## src/rtl/row_scan_pkg.sv

```systemverilog
// Shared types and sizes for the row scan sequencer.
// Channel count and select width of the downstream 3-to-8 decoder.
package row_scan_pkg;

    localparam int NUM_CH = 8;
    localparam int CH_W   = 3;

    typedef enum logic [1:0] {
        IDLE  = 2'd0,
        BLANK = 2'd1,
        DWELL = 2'd2
    } state_t;

endpackage

```

## src/rtl/row_scan_ctrl_next_chan_find.sv

```systemverilog
// Priority search for the next enabled channel in a mask.
// Purely combinational, zero latency; no flow control.
// Returns the lowest set bit, or the lowest set bit strictly above cur.
module next_chan_find
    import row_scan_pkg::*;
(
    input  logic [NUM_CH-1:0] mask,
    input  logic [CH_W-1:0]   cur,
    input  logic              from_start,
    output logic [CH_W-1:0]   nxt,
    output logic              found
);

    // Walk downward so the lowest qualifying bit is the last one written.
    always_comb begin
        nxt   = '0;
        found = 1'b0;
        for (int i = NUM_CH - 1; i >= 0; i--) begin
            if (mask[i] && (from_start || (i > int'(cur)))) begin
                nxt   = CH_W'(i);
                found = 1'b1;
            end
        end
    end

endmodule

```

## src/rtl/row_scan_ctrl.sv

```systemverilog
// Steps the decoder select through enabled channels with blanking and dwell.
// All outputs registered: first channel appears one cycle after start.
// No backpressure; start is ignored while busy, en low aborts to IDLE.
module row_scan_ctrl
    import row_scan_pkg::*;
#(
    parameter int DWELL_W   = 16,
    parameter int BLANK_CYC = 2
) (
    input  logic               clk,
    input  logic               rst,
    input  logic               en,
    input  logic               start,
    input  logic               mode_cont,
    input  logic [7:0]         mask,
    input  logic [DWELL_W-1:0] dwell,
    output logic [2:0]         sel,
    output logic               sel_vld,
    output logic               blank,
    output logic               busy,
    output logic               frame_done,
    output logic               err_empty
);

    localparam logic [3:0] BLANK_LD = 4'(BLANK_CYC - 1);

    state_t               state;
    logic [CH_W-1:0]      cur;
    logic [NUM_CH-1:0]    mask_snap;
    logic [DWELL_W-1:0]   dwell_snap;
    logic                 mode_snap;
    logic [3:0]           bcnt;
    logic [DWELL_W-1:0]   dcnt;

    logic [CH_W-1:0]      hi_nxt;
    logic                 hi_found;
    logic [CH_W-1:0]      st_nxt;
    logic                 st_found;
    logic [DWELL_W-1:0]   dwell_ld;

    // Next channel within the current frame's snapshot.
    next_chan_find u_find_hi (
        .mask       (mask_snap),
        .cur        (cur),
        .from_start (1'b0),
        .nxt        (hi_nxt),
        .found      (hi_found)
    );

    // First channel of a new frame, taken from the live mask being snapshotted.
    next_chan_find u_find_start (
        .mask       (mask),
        .cur        (cur),
        .from_start (1'b1),
        .nxt        (st_nxt),
        .found      (st_found)
    );

    // A programmed dwell of zero still gets one live cycle.
    assign dwell_ld = (dwell_snap == '0) ? '0 : dwell_snap - DWELL_W'(1);

    always_ff @(posedge clk or posedge rst) begin
        if (rst) begin
            state      <= IDLE;
            cur        <= '0;
            mask_snap  <= '0;
            dwell_snap <= '0;
            mode_snap  <= 1'b0;
            bcnt       <= '0;
            dcnt       <= '0;
            sel        <= '0;
            sel_vld    <= 1'b0;
            blank      <= 1'b1;
            busy       <= 1'b0;
            frame_done <= 1'b0;
            err_empty  <= 1'b0;
        end else begin
            frame_done <= 1'b0;
            err_empty  <= 1'b0;
            if (!en) begin
                state   <= IDLE;
                sel_vld <= 1'b0;
                blank   <= 1'b1;
                busy    <= 1'b0;
            end else begin
                case (state)
                    IDLE: begin
                        if (start) begin
                            if (st_found) begin
                                mask_snap  <= mask;
                                dwell_snap <= dwell;
                                mode_snap  <= mode_cont;
                                cur        <= st_nxt;
                                sel        <= st_nxt;
                                bcnt       <= BLANK_LD;
                                state      <= BLANK;
                                busy       <= 1'b1;
                                blank      <= 1'b1;
                            end else begin
                                err_empty <= 1'b1;
                            end
                        end
                    end
                    BLANK: begin
                        if (bcnt == 4'd0) begin
                            dcnt       <= dwell_ld;
                            state      <= DWELL;
                            sel_vld    <= 1'b1;
                            blank      <= 1'b0;
                            frame_done <= (dwell_ld == '0) && !hi_found;
                        end else begin
                            bcnt <= bcnt - 4'd1;
                        end
                    end
                    DWELL: begin
                        if (dcnt == '0) begin
                            sel_vld <= 1'b0;
                            blank   <= 1'b1;
                            if (hi_found) begin
                                cur   <= hi_nxt;
                                sel   <= hi_nxt;
                                bcnt  <= BLANK_LD;
                                state <= BLANK;
                            end else if (mode_snap) begin
                                // Back-to-back frame: fresh snapshot, no idle gap.
                                mask_snap  <= mask;
                                dwell_snap <= dwell;
                                mode_snap  <= mode_cont;
                                if (st_found) begin
                                    cur   <= st_nxt;
                                    sel   <= st_nxt;
                                    bcnt  <= BLANK_LD;
                                    state <= BLANK;
                                end else begin
                                    state     <= IDLE;
                                    busy      <= 1'b0;
                                    err_empty <= 1'b1;
                                end
                            end else begin
                                state <= IDLE;
                                busy  <= 1'b0;
                            end
                        end else begin
                            dcnt       <= dcnt - DWELL_W'(1);
                            // Registered, so flag the cycle that is about to be the last.
                            frame_done <= (dcnt == DWELL_W'(1)) && !hi_found;
                        end
                    end
                    default: begin
                        state <= IDLE;
                        busy  <= 1'b0;
                    end
                endcase
            end
        end
    end

endmodule

```

## config.mk

```make
export PLATFORM = sky130hd
export DESIGN_NAME = row_scan_ctrl
export DESIGN_NICKNAME = d
export VERILOG_FILES = /design/src/rtl/row_scan_pkg.sv /design/src/rtl/row_scan_ctrl_next_chan_find.sv /design/src/rtl/row_scan_ctrl.sv
export SDC_FILE = /design/constraint.sdc
export NUM_CORES = 1
export LEC_CHECK = 0
export BUFFER_PORTS_ARGS = -buffer_cell sky130_fd_sc_hd__buf_2
export CAP_MARGIN = 5
export CORE_ASPECT_RATIO = 0.9
export CORE_UTILIZATION = 30
export CTS_BUF_LIST = sky130_fd_sc_hd__clkbuf_2 sky130_fd_sc_hd__clkbuf_4 sky130_fd_sc_hd__clkbuf_8
export CTS_CLUSTER_DIAMETER = 60
export DETAILED_ROUTE_END_ITERATION = 8
export HOLD_SLACK_MARGIN = 0.08
export PLACE_DENSITY = 0.48
export REMOVE_ABC_BUFFERS = 1
export SKIP_CTS_REPAIR_TIMING = 1
export SLEW_MARGIN = 20
export SYNTH_ARGS = -nofsm -noshare
export SYNTH_HDL_FRONTEND = slang
export SYNTH_HIERARCHICAL = 1
export SYNTH_SLANG_ARGS = --single-unit
```

## constraint.sdc

```tcl
create_clock -name clk -period 3.5 [get_ports clk]
set_input_delay 0.875 -clock clk [delete_from_list [all_inputs] [get_ports clk]]
set_output_delay 0.875 -clock clk [all_outputs]
set_load 0.02 [all_outputs]
```

# Word level (Yosys, flattened, before mapping)
# Cells that the tools add are included.
# Widths: inputs -> output; s select.
# totals
register_bits	58
inputBits	29
output_inout_bits	8
wordCells	178
# classes
addsub	3
magnitude_cmp	7
n_eq_ne	21
muxes	107
reduce_logical	27
# ops
cell	n
$mux 16	8
$mux 3	25
$pmux 16 s2	2
$logic_not 16->1	3
$mux 1	43
$mux 8	5
$sub 16x1->16 const B	2
$mux 4	6
$ne 2x2->1 const B	9
$ne 3x3->1 const B	6
$reduce_and 6->1	3
$eq 16x1->1 const B	1
$pmux 8 s2	1
$mux 2	7
$gt 3x3->1 const A	4
$pmux 3 s2	2
$pmux 4 s3	1
$reduce_and 5->1	2
$logic_and 1x1->1	9
$pmux 1 s2	4
$reduce_and 4->1	2
$reduce_and 7->1	1
$gt 2x3->1 const A	2
$pmux 1 s3	2
14 further kinds	15

# Logic depth before layout (Yosys ltp)
# Gate-level depths: netlist (run 1).
# logic_depth
word_depth	14
depth_mapped	12
mapped_depth_nobuf	10

# Cells and area by module
# The synthesis (run 1) kept the hierarchy.
# modules_own_cells
mod	instances	cells_each	area_each_um2	seq_area_each_um2
row_scan_ctrl	1	378	3507.1	1452.6
next_chan_find	2	38	250.2	0.0

# Least setup slack after synthesis (run 1)
# OpenSTA, ideal clock, no wires.
# synth_path
path_type	input-to-reg
start	input mask[6]
end	register dwell_snap[10]
setup_time_ps	125
arrival_time_ps	2369
t_required_ps	3375
slack_ps	1006
stages	9
path_buffers	1
cell_sequence	o22a_1 -> nor2_1 -> nand4_1 -> nand2_1 -> nand2_1 -> nand2_1 -> nor3_4 -> buf_6 -> mux2_2
# synth_via
elab_chain_cells	9
# synth_lines
element	line_no	text
start: declaration	row_scan_ctrl.sv:15	input logic [7:0] mask,
$mux 1 (7 in series)	row_scan_ctrl_next_chan_find.sv:19	if (mask[i] && (from_start || (i > int'(cur)))) begin
net st_found	row_scan_ctrl.sv:38	logic st_found;
$ne 2x2->1 (no line)	n/a	
$reduce_and 7->1 (no line)	n/a	
end signal: assignment	row_scan_ctrl.sv:91	dwell_snap <= dwell;
end signal: assignment	row_scan_ctrl.sv:127	dwell_snap <= dwell;
end: declaration	row_scan_ctrl.sv:30	logic [DWELL_W-1:0] dwell_snap;
# The timed path passes the listed nets, and every way through them passes these cells.
# A chain may end at the register's enable or synchronous reset.

# Worst setup path after layout (run 1)
# layout_path
start	register cur[1]
end	register mask_snap[7]
# layout_via
elab_chain_cells	11
elab_cells_between_ends	23
classes_between	order compare (7); eq/ne (1); mux (7); reduce/logical (8)
# layout_lines
element	line_no	text
start: declaration	row_scan_ctrl.sv:28	logic [CH_W-1:0] cur;
start signal: assignment	row_scan_ctrl.sv:93	cur <= st_nxt;
start signal: assignment	row_scan_ctrl.sv:120	cur <= hi_nxt;
start signal: assignment	row_scan_ctrl.sv:130	cur <= st_nxt;
$gt 3x3->1	n/a	
$logic_and 1x1->1	row_scan_ctrl_next_chan_find.sv:19	
$mux 1 (6 in series)	row_scan_ctrl_next_chan_find.sv:19	
$mux 1 *	row_scan_ctrl_next_chan_find.sv:19	
net hi_found	row_scan_ctrl.sv:36	logic hi_found;
$ne 2x2->1 (no line) *	n/a	
$reduce_and 7->1 (no line) *	n/a	
end signal: assignment	row_scan_ctrl.sv:90	mask_snap <= mask;
end signal: assignment	row_scan_ctrl.sv:126	mask_snap <= mask;
end: declaration	row_scan_ctrl.sv:29	logic [NUM_CH-1:0] mask_snap;
# Mark *: on every way through the listed nets, which the timed path passes. The rest lies on a longest branch.

==> impl_results.html, run 1 <==
<table>
<tr><th>Metric</th><th>Value</th></tr>
<tr><th colspan="2">Outcome</th></tr>
<tr><td>Run status</td><td>finished, final reports clean</td></tr>
<tr><th colspan="2">Setup path</th></tr>
<tr><td>Source of the worst register-to-register timing path</td><td>cur[1]$_DFFE_PP0P_</td></tr>
<tr><td>Category of the critical setup timing path</td><td>reg2reg</td></tr>
<tr><td>Data required, critical path</td><td>3740 ps</td></tr>
<tr><td>Reg-to-reg endpoint</td><td>mask_snap[7]$_DFFE_PP0P_</td></tr>
<tr><td>Maximum fanout count along the critical path</td><td>27</td></tr>
<tr><td>Slowest cell on the critical path</td><td>dfrtp_1</td></tr>
<tr><td>Family with the most delay on the worst path</td><td>simple AND/OR/NAND/NOR gates</td></tr>
<tr><td>WP buf/inv</td><td>1</td></tr>
<tr><td>Cell seen most often among critical-path stages</td><td>nor2_1</td></tr>
<tr><td>Critical path, cell by cell</td><td>nand3b_2 &gt; o22a_1 &gt; nor2_1 &gt; nand4_1 &gt; nor2_1 &gt; a21oi_1 &gt; nor3_4 &gt; buf_4 &gt; mux2_2</td></tr>
<tr><td>CP Data Arrival Time</td><td>2980 ps</td></tr>
<tr><td>Slack of the worst reg-to-reg path</td><td>760 ps</td></tr>
<tr><td>Kind of launch point of the worst setup path</td><td>register</td></tr>
<tr><td>R2r worst-path depth</td><td>9</td></tr>
<tr><td>Critical path capture point type</td><td>register</td></tr>
<tr><td>Worst stage delay on the critical path</td><td>690 ps</td></tr>
<tr><th colspan="2">Global routing</th></tr>
<tr><td>Maximum number of pins on one net before global-route repair</td><td>30</td></tr>
<tr><td>Remaining global-route overflow</td><td>0</td></tr>
<tr><td>Wire length of the first global-routing pass</td><td>17600 um</td></tr>
<tr><td>Antenna violations before repair</td><td>0</td></tr>
<tr><td>Global Route Usage Sum</td><td>0.163</td></tr>
<tr><td>Vias in the first global route</td><td>3422</td></tr>
<tr><th colspan="2">Synth</th></tr>
<tr><td>Distinct cell type count of the synthesized netlist</td><td>68</td></tr>
<tr><td>Mapped Area</td><td>4010 um^2</td></tr>
<tr><td>Seq/Total Area, Yosys</td><td>0.362</td></tr>
<tr><td>Ys flop type</td><td>dfrtp_1</td></tr>
<tr><td>Post-Synthesis Mean Instance Area</td><td>8.83 um^2</td></tr>
<tr><td>#FFs+latches synth</td><td>58</td></tr>
<tr><td>Count of flip-flops with a built-in enable after synthesis</td><td>0</td></tr>
<tr><td>Post-Synthesis Cells</td><td>454</td></tr>
<tr><td>Count of yosys warnings during synthesis</td><td>6</td></tr>
<tr><td>Async SR Flop Fraction</td><td>1.00</td></tr>
<tr><th colspan="2">Floorplanning</th></tr>
<tr><td>Number of cell rows</td><td>39</td></tr>
<tr><td>Initial standard-cell utilization of the core</td><td>0.311</td></tr>
<tr><td>Floorplan core area</td><td>about 13000 um^2</td></tr>
<tr><td>Die outline area</td><td>13800 um^2</td></tr>
<tr><td>Horizontal extent of the die</td><td>around 120 um</td></tr>
<tr><td>Height of the die</td><td>112 um</td></tr>
<tr><td>I/O pin total</td><td>37</td></tr>
<tr><th colspan="2">Cells and area</th></tr>
<tr><td>Fraction of layout cells with a size suffix above 1</td><td>0.196</td></tr>
<tr><td>Antenna cell count</td><td>0</td></tr>
<tr><td>Area of the multi-input gates</td><td>2360 um^2</td></tr>
<tr><td>Count of filler cells inserted in the layout</td><td>1375</td></tr>
<tr><td>Signed area change from the synthesized netlist to the final layout</td><td>13.5%</td></tr>
<tr><td>Combined flip-flop and latch cell area</td><td>1450 um^2</td></tr>
<tr><td>Net total in the final layout</td><td>between 500 and 600</td></tr>
<tr><th colspan="2">Power</th></tr>
<tr><td>Clk network pwr share</td><td>0.188</td></tr>
<tr><td>Switching share of power</td><td>0.435</td></tr>
<tr><td>Int Power</td><td>2.17 mW</td></tr>
<tr><td>Relative contribution of sequential cells to total power</td><td>0.364</td></tr>
<tr><td>P_leak</td><td>1.93 nW</td></tr>
<tr><td>Power Density</td><td>843 nW/um^2</td></tr>
<tr><td>Switching power of the nets</td><td>~1.7 mW</td></tr>
<tr><td>Combinational share of power</td><td>0.448</td></tr>
<tr><td>Peak supply drop</td><td>0.000352 V</td></tr>
<tr><th colspan="2">Route</th></tr>
<tr><td>Iteration-0 DRC count of the detailed router</td><td>179</td></tr>
<tr><td>DRC Markers</td><td>0</td></tr>
<tr><td>Drt wl/cell</td><td>16.0 um</td></tr>
<tr><td>DRT Pass-1 Iters</td><td>4</td></tr>
<tr><td>ANT nets after route</td><td>0</td></tr>
<tr><td>Avg Vias per Cell</td><td>5.40</td></tr>
<tr><td>Count of vias placed by the detailed router</td><td>between 3000 and 4000</td></tr>
<tr><td>Final wirelength</td><td>10500 um</td></tr>
<tr><th colspan="2">Timing</th></tr>
<tr><td>RSZ-0062 raised after global routing</td><td>no</td></tr>
<tr><td>Final setup violation count</td><td>0</td></tr>
<tr><td>Count of final hold-check violations</td><td>0</td></tr>
<tr><td>Worst setup slack after layout</td><td>762 ps</td></tr>
<tr><td>Maximum clock frequency</td><td>365 MHz</td></tr>
<tr><td>Final worst path period need</td><td>between 2000 and 3000 ps</td></tr>
<tr><td>Setup clock skew after layout</td><td>~11 ps</td></tr>
<tr><td>Least-Margin Pin Slew</td><td>about 680 ps</td></tr>
<tr><td>Post-route clock period utilization</td><td>0.782</td></tr>
<tr><td>Number of max-slew violations in the final report</td><td>0</td></tr>
<tr><td>Aggregate negative setup slack</td><td>0 ps</td></tr>
<tr><td>Relative slew margins</td><td>0.540</td></tr>
<tr><th colspan="2">Clock tree</th></tr>
<tr><td>Buffer cell driving the clock tree root</td><td>clkbuf_8</td></tr>
<tr><td>Clock tree from TritonCTS</td><td>built</td></tr>
<tr><td>Clock sinks</td><td>58</td></tr>
<tr><td>Number of buffers created by CTS</td><td>9</td></tr>
<tr><td>Clock transition at the register clock pins on the worst setup and hold paths after CTS</td><td>approximately 60 ps</td></tr>
<tr><td>Max clock buf depth</td><td>2</td></tr>
<tr><td>H-tree Lvls</td><td>3</td></tr>
<tr><td>Clock latency at the later pin of the worst-skew pair</td><td>between 300 and 400 ps</td></tr>
<tr><th colspan="2">Flow run</th></tr>
<tr><td>Max-Cap Viols</td><td>0</td></tr>
<tr><th colspan="2">Hold path</th></tr>
<tr><td>Hold/Removal Path Class</td><td>reg2reg</td></tr>
<tr><td>Startpoint of the most critical hold path</td><td>sel[1]$_DFFE_PP0P_</td></tr>
<tr><td>Count of cells along the worst hold path</td><td>1</td></tr>
<tr><td>Endpoint of the worst hold-timing path</td><td>sel[1]$_DFFE_PP0P_</td></tr>
<tr><th colspan="2">Place</th></tr>
<tr><td>HPWL Detailed</td><td>7580 um</td></tr>
<tr><td>Worst setup timing slack at the placement stage</td><td>701 ps</td></tr>
<tr><td>Count of port buffers added during placement</td><td>36</td></tr>
<tr><td>GP Congestion</td><td>0.818</td></tr>
</table>
[power groups by stage]
stage / logic, mW / registers (mW) / clock network (mW)
floorplan: 1.29 / 1.32 / 0
global placement: 1.69 / 1.40 / 0
detailed placement: 1.71 / 1.40 / 0
CTS: 1.72 / 1.39 / 0.743
global route: 1.93 / 1.45 / 0.769
finish: 1.72 / 1.40 / 0.722
[flip-flops by register name (all words and copies together), names as in the netlist]
signal	cells
state	2
blank	1
dwell_snap	16
sel_vld	1
err_empty	1
mask_snap	8
frame_done	1
mode_snap	1
dcnt	16
cur	3
busy	1
bcnt	4
sel	3
[worst max path at each step]
stage                                    start                          to  slack, ps  cells after the start
after detailed placement               mask[5]    mask_snap[0]$_DFFE_PP0P_        700                     10
after floorplan           state[0]$_DFFE_PP0P_  dwell_snap[10]$_DFFE_PP0P_        620                      7
after global placement                 mask[5]   dwell_snap[8]$_DFFE_PP0P_        740                     10
after global routing        cur[1]$_DFFE_PP0P_    mask_snap[7]$_DFFE_PP0P_        470                      9
after CTS                   cur[1]$_DFFE_PP0P_    mask_snap[7]$_DFFE_PP0P_        730                      9
final                       cur[1]$_DFFE_PP0P_    mask_snap[7]$_DFFE_PP0P_        760                      9
[synthesized netlist by cell type, drive strengths merged (11+ instances only)]
cell | instances | area, um^2
dfrtp | 57 | 1430
nand2 | 49 | 184
o21ai | 36 | 180
nor2 | 32 | 120
a21oi | 26 | 130
mux2 | 22 | 248
clkbuf | 18 | 70.1
inv | 18 | 67.6
nor3 | 15 | 86.3
nor4 | 13 | 118
o22ai | 13 | 81.3
nor2b | 11 | 68.8
[stage by stage]
step	util	area [um^2]	power (mW)	std cells	hold slack, ps
6_report	0.353	4550	3.83	654	478
3_3_place_gp	0.336	4330	3.08	638	467
2_1_floorplan	-	3880	2.61	430	488
3_5_place_dp	0.336	4330	3.11	638	465
5_1_grt	0.353	4550	4.15	654	495
4_1_cts	0.353	4550	3.86	654	484
[area by class of cell]
class,count,area share
clock buffers,11,0.0319
clock inverters,5,0.0170
inverters,18,0.0148
multi-input cells,354,0.519
flip-flops and latches,58,0.319
well taps,164,0.0451
repair buffers,44,0.0528
[cells in the final DEF (no fill, tap or decap), drive strengths merged, types with 11 or more instances in the layout]
cell / count
mux2: 22
o21ai: 36
o22ai: 13
nor2b: 11
nand2: 49
nor4: 13
inv: 18
buf: 44
nor2: 32
dfrtp: 57
nor3: 15
a21oi: 26
clkbuf: 11
[cells by family after synthesis]
group | synth area share
DFF | 0.362
other | 0.00187
adders and majority gates | 0.0312
AOI/OAI and AO/OA | 0.228
and+or+nand+nor | 0.237
xor gates and xnor gates | 0.0197
muxes | 0.0718
buffers and inverters | 0.0481
[metal layers]
metal  wire, um  global-route usage  vias up
met4        109              0.0514        0
met3        388              0.0369       10
met5          0                   0        -
met1       5200               0.229     1713
li1           -                   -     1748
met2       4770               0.246       63
(Power assumes the default switching activity.)
==> run 2: changes to the inputs <==
Settings changed: ABC_AREA from default to 1, PLACE_DENSITY 0.48 to 0.5.
Clock period 3.5 ns to 2.4 ns, I/O delays scaled along.
==> run 2 against run 1 <==
Sequential share of layout area fell by 1.5 points; global-route usage fell by 1.0 points; routed wire length fell by 6.0%; largest cell class unchanged; die area rose by 2.2%; cell area rose by 4.9%; critical endpoint is now bcnt[2]$_DFFE_PP0P_; power rose by 49%; clock power rose by 15%; synthesized cell count rose by 25%; count of clock-buffer cells in the layout rose by 1; non-clock buffer count rose by 10; area after synthesis rose by 2.2%.
==> impl_results.html, run 2 <==
<table>
<tr><th>Metric</th><th>Value</th></tr>
<tr><th colspan="2">Outcome</th></tr>
<tr><td>Run status</td><td>finished, final reports clean (unchanged)</td></tr>
<tr><th colspan="2">Place</th></tr>
<tr><td>Worst setup timing slack at the placement stage</td><td>74.7 ps (was 701 ps)</td></tr>
<tr><td>GP Congestion</td><td>0.843 (was 0.818)</td></tr>
<tr><td>Inst Count DP</td><td>778 (was 638)</td></tr>
<tr><td>HPWL Detailed</td><td>7440 um (was 7580 um)</td></tr>
<tr><td>Count of port buffers added during placement</td><td>36 (unchanged)</td></tr>
<tr><th colspan="2">Clock tree</th></tr>
<tr><td>Clock tree from TritonCTS</td><td>built (unchanged)</td></tr>
<tr><td>Max clock buf depth</td><td>2 (unchanged)</td></tr>
<tr><td>Clock latency at the later pin of the worst-skew pair</td><td>360 ps (about the same)</td></tr>
<tr><td>H-tree Lvls</td><td>3 (unchanged)</td></tr>
<tr><td>Clock sinks</td><td>58 (unchanged)</td></tr>
<tr><td>Clock transition at the register clock pins on the worst setup and hold paths after CTS</td><td>70 ps (was 60 ps)</td></tr>
<tr><td>Buffer cell driving the clock tree root</td><td>clkbuf_8 (unchanged)</td></tr>
<tr><td>Number of buffers created by CTS</td><td>9 (unchanged)</td></tr>
<tr><th colspan="2">Floorplanning</th></tr>
<tr><td>Die outline area</td><td>14100 um^2 (was 13800 um^2)</td></tr>
<tr><td>Initial standard-cell utilization of the core</td><td>0.308 (was 0.311)</td></tr>
<tr><td>Number of cell rows</td><td>40 (was 39)</td></tr>
<tr><td>Height of the die</td><td>113 um (was 112 um)</td></tr>
<tr><td>Horizontal extent of the die</td><td>125 um (was 124 um)</td></tr>
<tr><td>I/O pin total</td><td>37 (unchanged)</td></tr>
<tr><td>Floorplan core area</td><td>13300 um^2 (was 12900 um^2)</td></tr>
<tr><th colspan="2">Synth</th></tr>
<tr><td>Seq/Total Area, Yosys</td><td>0.355 (was 0.362)</td></tr>
<tr><td>Post-synthesis share of cell area spent on xor and xnor gates</td><td>0.0150 (was 0.0197)</td></tr>
<tr><td>Top cells by area, synth</td><td>dfrtp_1 (35%), nand2_1 (11%), nor2_1 (7.3%) (was dfrtp_1 (36%), mux2_2 (5.9%), nand2_1 (4.6%))</td></tr>
<tr><td>Most frequent cells after synthesis</td><td>nand2_1 (122), nor2_1 (80), inv_1 (68), dfrtp_1 (57), o21ai_0 (42) (was dfrtp_1 (57), nand2_1 (49), nor2_1 (32), o21ai_0 (32), a21oi_1 (26))</td></tr>
<tr><td>Count of yosys warnings during synthesis</td><td>6 (unchanged)</td></tr>
<tr><td>Adder and majority gate portion of the synthesized area</td><td>0.0305 (was 0.0312)</td></tr>
<tr><td>Combinational family with the most area after synthesis</td><td>simple AND/OR/NAND/NOR gates (unchanged)</td></tr>
<tr><td>Area share of the leading cell type in the synthesized netlist</td><td>0.348 (was 0.356)</td></tr>
<tr><td>Distinct cell type count of the synthesized netlist</td><td>49 (was 68)</td></tr>
<tr><td>Post-Synthesis Mean Instance Area</td><td>7.21 um^2 (was 8.83 um^2)</td></tr>
<tr><td>Basic-gate share of the synthesized area counting and, or, nand and nor cells</td><td>0.310 (was 0.237)</td></tr>
<tr><td>Count of flip-flops with a built-in enable after synthesis</td><td>0 (unchanged)</td></tr>
<tr><td>#FFs+latches synth</td><td>58 (unchanged)</td></tr>
<tr><td>Post-Synthesis Cells</td><td>568 (was 454)</td></tr>
<tr><td>Fraction of the mapped netlist area in compound gates</td><td>0.160 (was 0.228)</td></tr>
<tr><td>Mapped Area</td><td>4100 um^2 (was 4010 um^2)</td></tr>
<tr><td>Post-synth top area cell</td><td>dfrtp_1 (unchanged)</td></tr>
<tr><td>Async SR Flop Fraction</td><td>1.00 (unchanged)</td></tr>
<tr><td>Ys flop type</td><td>dfrtp_1 (unchanged)</td></tr>
<tr><td>Multiplexer fraction of the synthesized cell area</td><td>0.0330 (was 0.0718)</td></tr>
<tr><td>Most frequently used cell type in the post-synthesis netlist</td><td>nand2_1 (was dfrtp_1)</td></tr>
<tr><th colspan="2">Setup path</th></tr>
<tr><td>Slowest cell on the critical path</td><td>dfrtp_2 (was dfrtp_1)</td></tr>
<tr><td>Maximum fanout count along the critical path</td><td>6 (was 27)</td></tr>
<tr><td>Slack of the worst reg-to-reg path</td><td>230 ps (was 760 ps)</td></tr>
<tr><td>Reg-to-reg endpoint</td><td>bcnt[2]$_DFFE_PP0P_ (was mask_snap[7]$_DFFE_PP0P_)</td></tr>
<tr><td>Critical path, cell by cell</td><td>inv_1 &gt; nor2_1 &gt; nand2_1 &gt; nand2_1 &gt; nand2_1 &gt; nor2_2 &gt; nand4_1 &gt; buf_4 &gt; o31ai_2 &gt; nor3_1 &gt; nand2_1 &gt; inv_1 &gt; nand3_1 &gt; o21ai_0 (was nand3b_2 &gt; o22a_1 &gt; nor2_1 &gt; nand4_1 &gt; nor2_1 &gt; a21oi_1 &gt; nor3_4 &gt; buf_4 &gt; mux2_2)</td></tr>
<tr><td>R2r worst-path depth</td><td>14 (was 9)</td></tr>
<tr><td>Kind of launch point of the worst setup path</td><td>register (unchanged)</td></tr>
<tr><td>Category of the critical setup timing path</td><td>reg2reg (unchanged)</td></tr>
<tr><td>Worst stage delay on the critical path</td><td>420 ps (was 690 ps)</td></tr>
<tr><td>CP Data Arrival Time</td><td>2400 ps (was 2980 ps)</td></tr>
<tr><td>Cell seen most often among critical-path stages</td><td>nand2_1 (was nor2_1)</td></tr>
<tr><td>Critical path capture point type</td><td>register (unchanged)</td></tr>
<tr><td>Source of the worst register-to-register timing path</td><td>cur[2]$_DFFE_PP0P_ (was cur[1]$_DFFE_PP0P_)</td></tr>
<tr><td>Data required, critical path</td><td>2640 ps (was 3740 ps)</td></tr>
<tr><th colspan="2">Timing</th></tr>
<tr><td>Least-Margin Pin Slew</td><td>517 ps (was 684 ps)</td></tr>
<tr><td>Worst setup slack after layout</td><td>235 ps (was 762 ps)</td></tr>
<tr><td>Final hold slack</td><td>273 ps (was 478 ps)</td></tr>
<tr><td>Final setup violation count</td><td>0 (unchanged)</td></tr>
<tr><td>Number of max-slew violations in the final report</td><td>0 (unchanged)</td></tr>
<tr><td>Relative slew margins</td><td>0.655 (was 0.540)</td></tr>
<tr><td>Final worst path period need</td><td>2170 ps (was 2740 ps)</td></tr>
<tr><td>Setup clock skew after layout</td><td>10.2 ps (was 11.2 ps)</td></tr>
<tr><td>Post-route clock period utilization</td><td>0.902 (was 0.782)</td></tr>
<tr><td>Maximum clock frequency</td><td>462 MHz (was 365 MHz)</td></tr>
<tr><td>Count of final hold-check violations</td><td>0 (unchanged)</td></tr>
<tr><th colspan="2">Global routing</th></tr>
<tr><td>Wire length of the first global-routing pass</td><td>17100 um (was 17600 um)</td></tr>
<tr><td>Remaining global-route overflow</td><td>0 (unchanged)</td></tr>
<tr><td>Global Route Usage Sum</td><td>0.153 (was 0.163)</td></tr>
<tr><td>Vias in the first global route</td><td>3727 (was 3422)</td></tr>
<tr><td>Maximum number of pins on one net before global-route repair</td><td>38 (was 30)</td></tr>
<tr><td>Antenna violations before repair</td><td>0 (unchanged)</td></tr>
<tr><th colspan="2">Route</th></tr>
<tr><td>Final wirelength</td><td>9850 um (was 10500 um)</td></tr>
<tr><td>DRC Markers</td><td>0 (unchanged)</td></tr>
<tr><td>ANT nets after route</td><td>0 (unchanged)</td></tr>
<tr><td>Count of vias placed by the detailed router</td><td>3843 (was 3534)</td></tr>
<tr><td>Iteration-0 DRC count of the detailed router</td><td>276 (was 179)</td></tr>
<tr><td>Drt wl/cell</td><td>12.4 um (was 16.0 um)</td></tr>
<tr><td>DRT Pass-1 Iters</td><td>6 (was 4)</td></tr>
<tr><td>Avg Vias per Cell</td><td>4.83 (was 5.40)</td></tr>
<tr><th colspan="2">Cells and area</th></tr>
<tr><td>Most common library cell in the layout ignoring fill and taps</td><td>nand2_1 (was dfrtp_1)</td></tr>
<tr><td>Signed area change from the synthesized netlist to the final layout</td><td>16.5% (was 13.5%)</td></tr>
<tr><td>Antenna cell count</td><td>0 (unchanged)</td></tr>
<tr><td>Biggest regs</td><td>dcnt (16), dwell_snap (16), mask_snap (8) (unchanged)</td></tr>
<tr><td>Final cell count without fillers</td><td>795 (was 654)</td></tr>
<tr><td>Leading cell types in the layout, fill and taps excluded</td><td>nand2_1 (122), nor2_1 (79), inv_1 (66) (was dfrtp_1 (57), nand2_1 (49), buf_2 (36))</td></tr>
<tr><td>Fraction of layout cells with a size suffix above 1</td><td>0.199 (was 0.196)</td></tr>
<tr><td>Net total in the final layout</td><td>662 (was 524)</td></tr>
<tr><th colspan="2">Power</th></tr>
<tr><td>P_leak</td><td>2.37 nW (was 1.93 nW)</td></tr>
<tr><td>Peak supply drop</td><td>0.000478 V (was 0.000352 V)</td></tr>
<tr><td>Power Density</td><td>1200 nW/um^2 (was 843 nW/um^2)</td></tr>
<tr><td>Overall power of the completed layout</td><td>5.72 mW (was 3.83 mW)</td></tr>
<tr><th colspan="2">Hold path</th></tr>
<tr><td>Hold/Removal Path Class</td><td>in2async (was reg2reg)</td></tr>
<tr><th colspan="2">Flow run</th></tr>
<tr><td>Max-Cap Viols</td><td>0 (unchanged)</td></tr>
</table>
[run 2: stage by stage]
step                      area, um^2  TNS (ps)   util
after floorplan                 4010     -8750      -
after global placement          4560         0  0.343
after detailed placement        4560         0  0.343
after CTS                       4730         0  0.356
after global routing            4780     -5.72  0.359
final                           4780         0  0.359
[run 2: worst max-delay path by stage]
stage	endpoint	start	slack (ps)
after floorplan	dwell_snap[15]$_DFFE_PP0P_	cur[2]$_DFFE_PP0P_	-430
after global placement	dwell_snap[15]$_DFFE_PP0P_	mask[4]	110
after detailed placement	dwell_snap[15]$_DFFE_PP0P_	mask[4]	70
after CTS	dwell_snap[12]$_DFFE_PP0P_	cur[2]$_DFFE_PP0P_	80
after global routing	cur[2]$_DFFE_PP0P_	cur[0]$_DFFE_PP0P_	-6
final	bcnt[2]$_DFFE_PP0P_	cur[2]$_DFFE_PP0P_	230
[run 2: cells by family (layout without fill, tap and decap cells)]
family                     Yosys count  in the layout
muxes                               11             11
adders and majority gates           10             10
xor gates and xnor gates             7              7
and+or+nand+nor                    280            280
DFF                                 58             58
AOI/OAI and AO/OA                  109            109
other                                2              8
buffers and inverters               91            144
[run 2: power by group]
part	switching (mW)	leakage, nW	total [mW]	internal [mW]
Clock	0.399	0.0954	0.830	0.431
Sequential	0.405	0.692	1.85	1.45
Combinational	1.85	1.58	3.04	1.19
Total	2.65	2.37	5.72	3.07
[run 2: critical path, delay by kind of cell, from the launching register on]
family / cells / cell delay, ps
compound gates: 2 / 370
flops: 1 / 420
simple gates: 9 / 940
buf+inv: 3 / 310
[run 2: area by class of cell]
class / count / area, um^2
clock buffers: 12 / 159
well taps: 168 / 210
clock inverters: 3 / 15.0
repair buffers: 54 / 353
fillers: 1430 / 8540
inverters: 75 / 282
multi-input cells: 425 / 2300
flip-flops and latches: 58 / 1450
[run 2: routing by layer]
layer / track usage / wire (um) / up-vias / share of wire
met5: 0 / 0 / - / 0
met4: 0.0602 / 169 / 0 / 0.017
met3: 0.0402 / 361 / 14 / 0.037
met2: 0.264 / 4730 / 54 / 0.48
met1: 0.181 / 4590 / 1807 / 0.47
li1: - / - / 1968 / -
==> run 3: changes to the inputs <==
Settings changed: BUFFER_PORTS_ARGS -buffer_cell sky130_fd_sc_hd__buf_2 to -buffer_cell sky130_fd_sc_hd__buf_4, PLACE_DENSITY 0.5 to 0.48.
Clock period 2.4 ns to 2 ns, I/O delays scaled along.
==> run 3 against run 2 <==
The run now ends with negative setup slack left; worst setup slack got worse by 360 ps; cell area grew 20%; first-iteration DRC count shrank 27%; non-clock buffer count grew 72; via count increased by 7.9%; clock power rose by 49%; maximum frequency up 1.7%; combinational power is 69% higher; critical path type unchanged; largest cell class unchanged; largest power group unchanged.
==> impl_results.html, run 3 (synthesized netlist as in run 2, its figures left out) <==
<table>
<tr><th>Metric</th><th>Value</th></tr>
<tr><th colspan="2">Hold path</th></tr>
<tr><td>Hold/Removal Path Class</td><td>in2async (unchanged)</td></tr>
<tr><th colspan="2">Place</th></tr>
<tr><td>Standard cell area after detailed placement</td><td>5090 um^2 (was 4560 um^2)</td></tr>
<tr><td>HPWL Detailed</td><td>8090 um (was 7440 um)</td></tr>
<tr><td>Inst Count DP</td><td>838 (was 778)</td></tr>
<tr><td>Count of port buffers added during placement</td><td>36 (unchanged)</td></tr>
<tr><td>GP Congestion</td><td>0.841 (was 0.843)</td></tr>
<tr><th colspan="2">Setup path</th></tr>
<tr><td>Kind of launch point of the worst setup path</td><td>register (unchanged)</td></tr>
<tr><td>Maximum fanout count along the critical path</td><td>8 (was 6)</td></tr>
<tr><td>CP Data Arrival Time</td><td>2360 ps (was 2400 ps)</td></tr>
<tr><td>Reg-to-reg endpoint</td><td>dwell_snap[2]$_DFFE_PP0P_ (was bcnt[2]$_DFFE_PP0P_)</td></tr>
<tr><td>Critical path capture point type</td><td>register (unchanged)</td></tr>
<tr><td>R2r worst-path depth</td><td>12 (was 14)</td></tr>
<tr><td>Slack of the worst reg-to-reg path</td><td>-130 ps (was 230 ps)</td></tr>
<tr><td>Data required, critical path</td><td>2230 ps (was 2640 ps)</td></tr>
<tr><td>Source of the worst register-to-register timing path</td><td>cur[2]$_DFFE_PP0P_ (unchanged)</td></tr>
<tr><td>Category of the critical setup timing path</td><td>reg2reg (unchanged)</td></tr>
<tr><th colspan="2">Route</th></tr>
<tr><td>Avg Vias per Cell</td><td>4.77 (was 4.83)</td></tr>
<tr><td>DRT Pass-1 Iters</td><td>6 (unchanged)</td></tr>
<tr><td>Final wirelength</td><td>11700 um (was 9850 um)</td></tr>
<tr><td>ANT nets after route</td><td>0 (unchanged)</td></tr>
<tr><td>Count of vias placed by the detailed router</td><td>4146 (was 3843)</td></tr>
<tr><td>Iteration-0 DRC count of the detailed router</td><td>201 (was 276)</td></tr>
<tr><td>DRC Markers</td><td>0 (unchanged)</td></tr>
<tr><td>Drt wl/cell</td><td>13.4 um (was 12.4 um)</td></tr>
<tr><th colspan="2">Cells and area</th></tr>
<tr><td>Final cell count without fillers</td><td>870 (was 795)</td></tr>
<tr><td>Fraction of layout cells with a size suffix above 1</td><td>0.345 (was 0.199)</td></tr>
<tr><td>Net total in the final layout</td><td>736 (was 662)</td></tr>
<tr><td>Signed area change from the synthesized netlist to the final layout</td><td>39.4% (was 16.5%)</td></tr>
<tr><td>Most common library cell in the layout ignoring fill and taps</td><td>nand2_1 (unchanged)</td></tr>
<tr><td>Leading cell types in the layout, fill and taps excluded</td><td>nand2_1 (117), buf_4 (114), nor2_1 (62) (was nand2_1 (122), nor2_1 (79), inv_1 (66))</td></tr>
<tr><td>Final cell area excluding filler cells</td><td>5710 um^2 (was 4780 um^2)</td></tr>
<tr><td>Antenna cell count</td><td>0 (unchanged)</td></tr>
<tr><td>Biggest regs</td><td>dcnt (16), dwell_snap (16), mask_snap (8) (unchanged)</td></tr>
<tr><th colspan="2">Floorplanning</th></tr>
<tr><td>Die outline area</td><td>14100 um^2 (unchanged)</td></tr>
<tr><td>Floorplan core area</td><td>13300 um^2 (unchanged)</td></tr>
<tr><td>I/O pin total</td><td>37 (unchanged)</td></tr>
<tr><td>Horizontal extent of the die</td><td>125 um (unchanged)</td></tr>
<tr><td>Initial standard-cell utilization of the core</td><td>0.308 (unchanged)</td></tr>
<tr><td>Height of the die</td><td>113 um (unchanged)</td></tr>
<tr><td>Number of cell rows</td><td>40 (unchanged)</td></tr>
<tr><th colspan="2">Timing</th></tr>
<tr><td>Maximum clock frequency</td><td>470 MHz (was 462 MHz)</td></tr>
<tr><td>Final setup violation count</td><td>22 (was 0)</td></tr>
<tr><td>Worst setup slack after layout</td><td>-128 ps (was 235 ps)</td></tr>
<tr><td>Post-route clock period utilization</td><td>1.06 (was 0.902)</td></tr>
<tr><td>Aggregate negative setup slack</td><td>-1670 ps (was 0 ps)</td></tr>
<tr><td>Number of max-slew violations in the final report</td><td>0 (unchanged)</td></tr>
<tr><td>Final hold slack</td><td>204 ps (was 273 ps)</td></tr>
<tr><td>Count of final hold-check violations</td><td>0 (unchanged)</td></tr>
<tr><td>RSZ-0062 raised after global routing</td><td>yes</td></tr>
<tr><td>Final worst path period need</td><td>2130 ps (was 2170 ps)</td></tr>
<tr><td>Setup clock skew after layout</td><td>9.83 ps (was 10.2 ps)</td></tr>
<tr><th colspan="2">Global routing</th></tr>
<tr><td>Wire length of the first global-routing pass</td><td>18500 um (was 17100 um)</td></tr>
<tr><td>Remaining global-route overflow</td><td>0 (unchanged)</td></tr>
<tr><td>Antenna violations before repair</td><td>0 (unchanged)</td></tr>
<tr><td>Maximum number of pins on one net before global-route repair</td><td>59 (was 38)</td></tr>
<tr><td>Vias in the first global route</td><td>3997 (was 3727)</td></tr>
<tr><td>Global Route Usage Sum</td><td>0.164 (was 0.153)</td></tr>
<tr><th colspan="2">Power</th></tr>
<tr><td>Peak supply drop</td><td>0.000601 V (was 0.000478 V)</td></tr>
<tr><td>Power Density</td><td>1500 nW/um^2 (was 1200 nW/um^2)</td></tr>
<tr><td>Overall power of the completed layout</td><td>8.54 mW (was 5.72 mW)</td></tr>
<tr><td>P_leak</td><td>2.81 nW (was 2.37 nW)</td></tr>
<tr><th colspan="2">Clock tree</th></tr>
<tr><td>H-tree Lvls</td><td>3 (unchanged)</td></tr>
<tr><td>Max clock buf depth</td><td>2 (unchanged)</td></tr>
<tr><td>Clock tree from TritonCTS</td><td>built (unchanged)</td></tr>
<tr><td>Clock latency at the later pin of the worst-skew pair</td><td>350 ps (was 360 ps)</td></tr>
<tr><td>Clock sinks</td><td>58 (unchanged)</td></tr>
<tr><td>Clock transition at the register clock pins on the worst setup and hold paths after CTS</td><td>70 ps (about the same)</td></tr>
<tr><td>Number of buffers created by CTS</td><td>9 (unchanged)</td></tr>
<tr><td>Buffer cell driving the clock tree root</td><td>clkbuf_8 (unchanged)</td></tr>
<tr><th colspan="2">Outcome</th></tr>
<tr><td>Violated checks</td><td>negative setup slack</td></tr>
<tr><td>Run status</td><td>finished, violations left (was finished, final reports clean)</td></tr>
<tr><th colspan="2">Flow run</th></tr>
<tr><td>Max-Cap Viols</td><td>0 (unchanged)</td></tr>
</table>
run 3: routing by layer:
metal	up-vias	global-route usage	part of all wire
met3	12	0.0359	0.029
met5	-	0	0
met4	0	0.0488	0.013
met2	55	0.285	0.48
li1	2111	-	-
met1	1968	0.204	0.47
run 3: metrics by stage:
step	worst slack, ps	utilization
5_1_grt	-224	0.429
3_5_place_dp	-207	0.382
4_1_cts	-223	0.399
6_report	-128	0.429
3_3_place_gp	-178	0.382
2_1_floorplan	-830	-
run 3: final cells by class:
cell class,count,area [um^2]
inverters,75,287
fillers,1395,7600
clock inverters,6,80.1
well taps,168,210
repair buffers,126,1040
multi-input cells,426,2490
repair inverters,1,5.00
clock buffers,10,138
flip-flops and latches,58,1460
run 3: worst max path at each step:
stage | cells past startpoint | slack (ps) | end | startpoint
final | 12 | -130 | dwell_snap[2]$_DFFE_PP0P_ | cur[2]$_DFFE_PP0P_
after global routing | 12 | -220 | dwell_snap[2]$_DFFE_PP0P_ | cur[2]$_DFFE_PP0P_
after CTS | 12 | -220 | dwell_snap[15]$_DFFE_PP0P_ | cur[2]$_DFFE_PP0P_
after detailed placement | 13 | -210 | mask_snap[4]$_DFFE_PP0P_ | mask[4]
after global placement | 10 | -180 | cur[2]$_DFFE_PP0P_ | dcnt[0]$_DFFE_PP0P_
after floorplan | 11 | -830 | dwell_snap[15]$_DFFE_PP0P_ | cur[2]$_DFFE_PP0P_
run 3: report_power, final:
group / total [mW] / internal [mW] / switching, mW
sequential: 2.16 / 1.74 / 0.427
combinational: 5.13 / 2.33 / 2.81
clock: 1.24 / 0.727 / 0.518
run 3: worst max-delay path, stage by stage (launching register included):
cell,delay (ps)
dfrtp_2,400
inv_2,60
nor2_4,110
nor2_1,50
inv_1,70
nand2_1,70
nor2_2,120
nand4_1,160
nand2_1,150
nand3_2,90
nand3b_4,240
buf_12,200
mux2_4,290
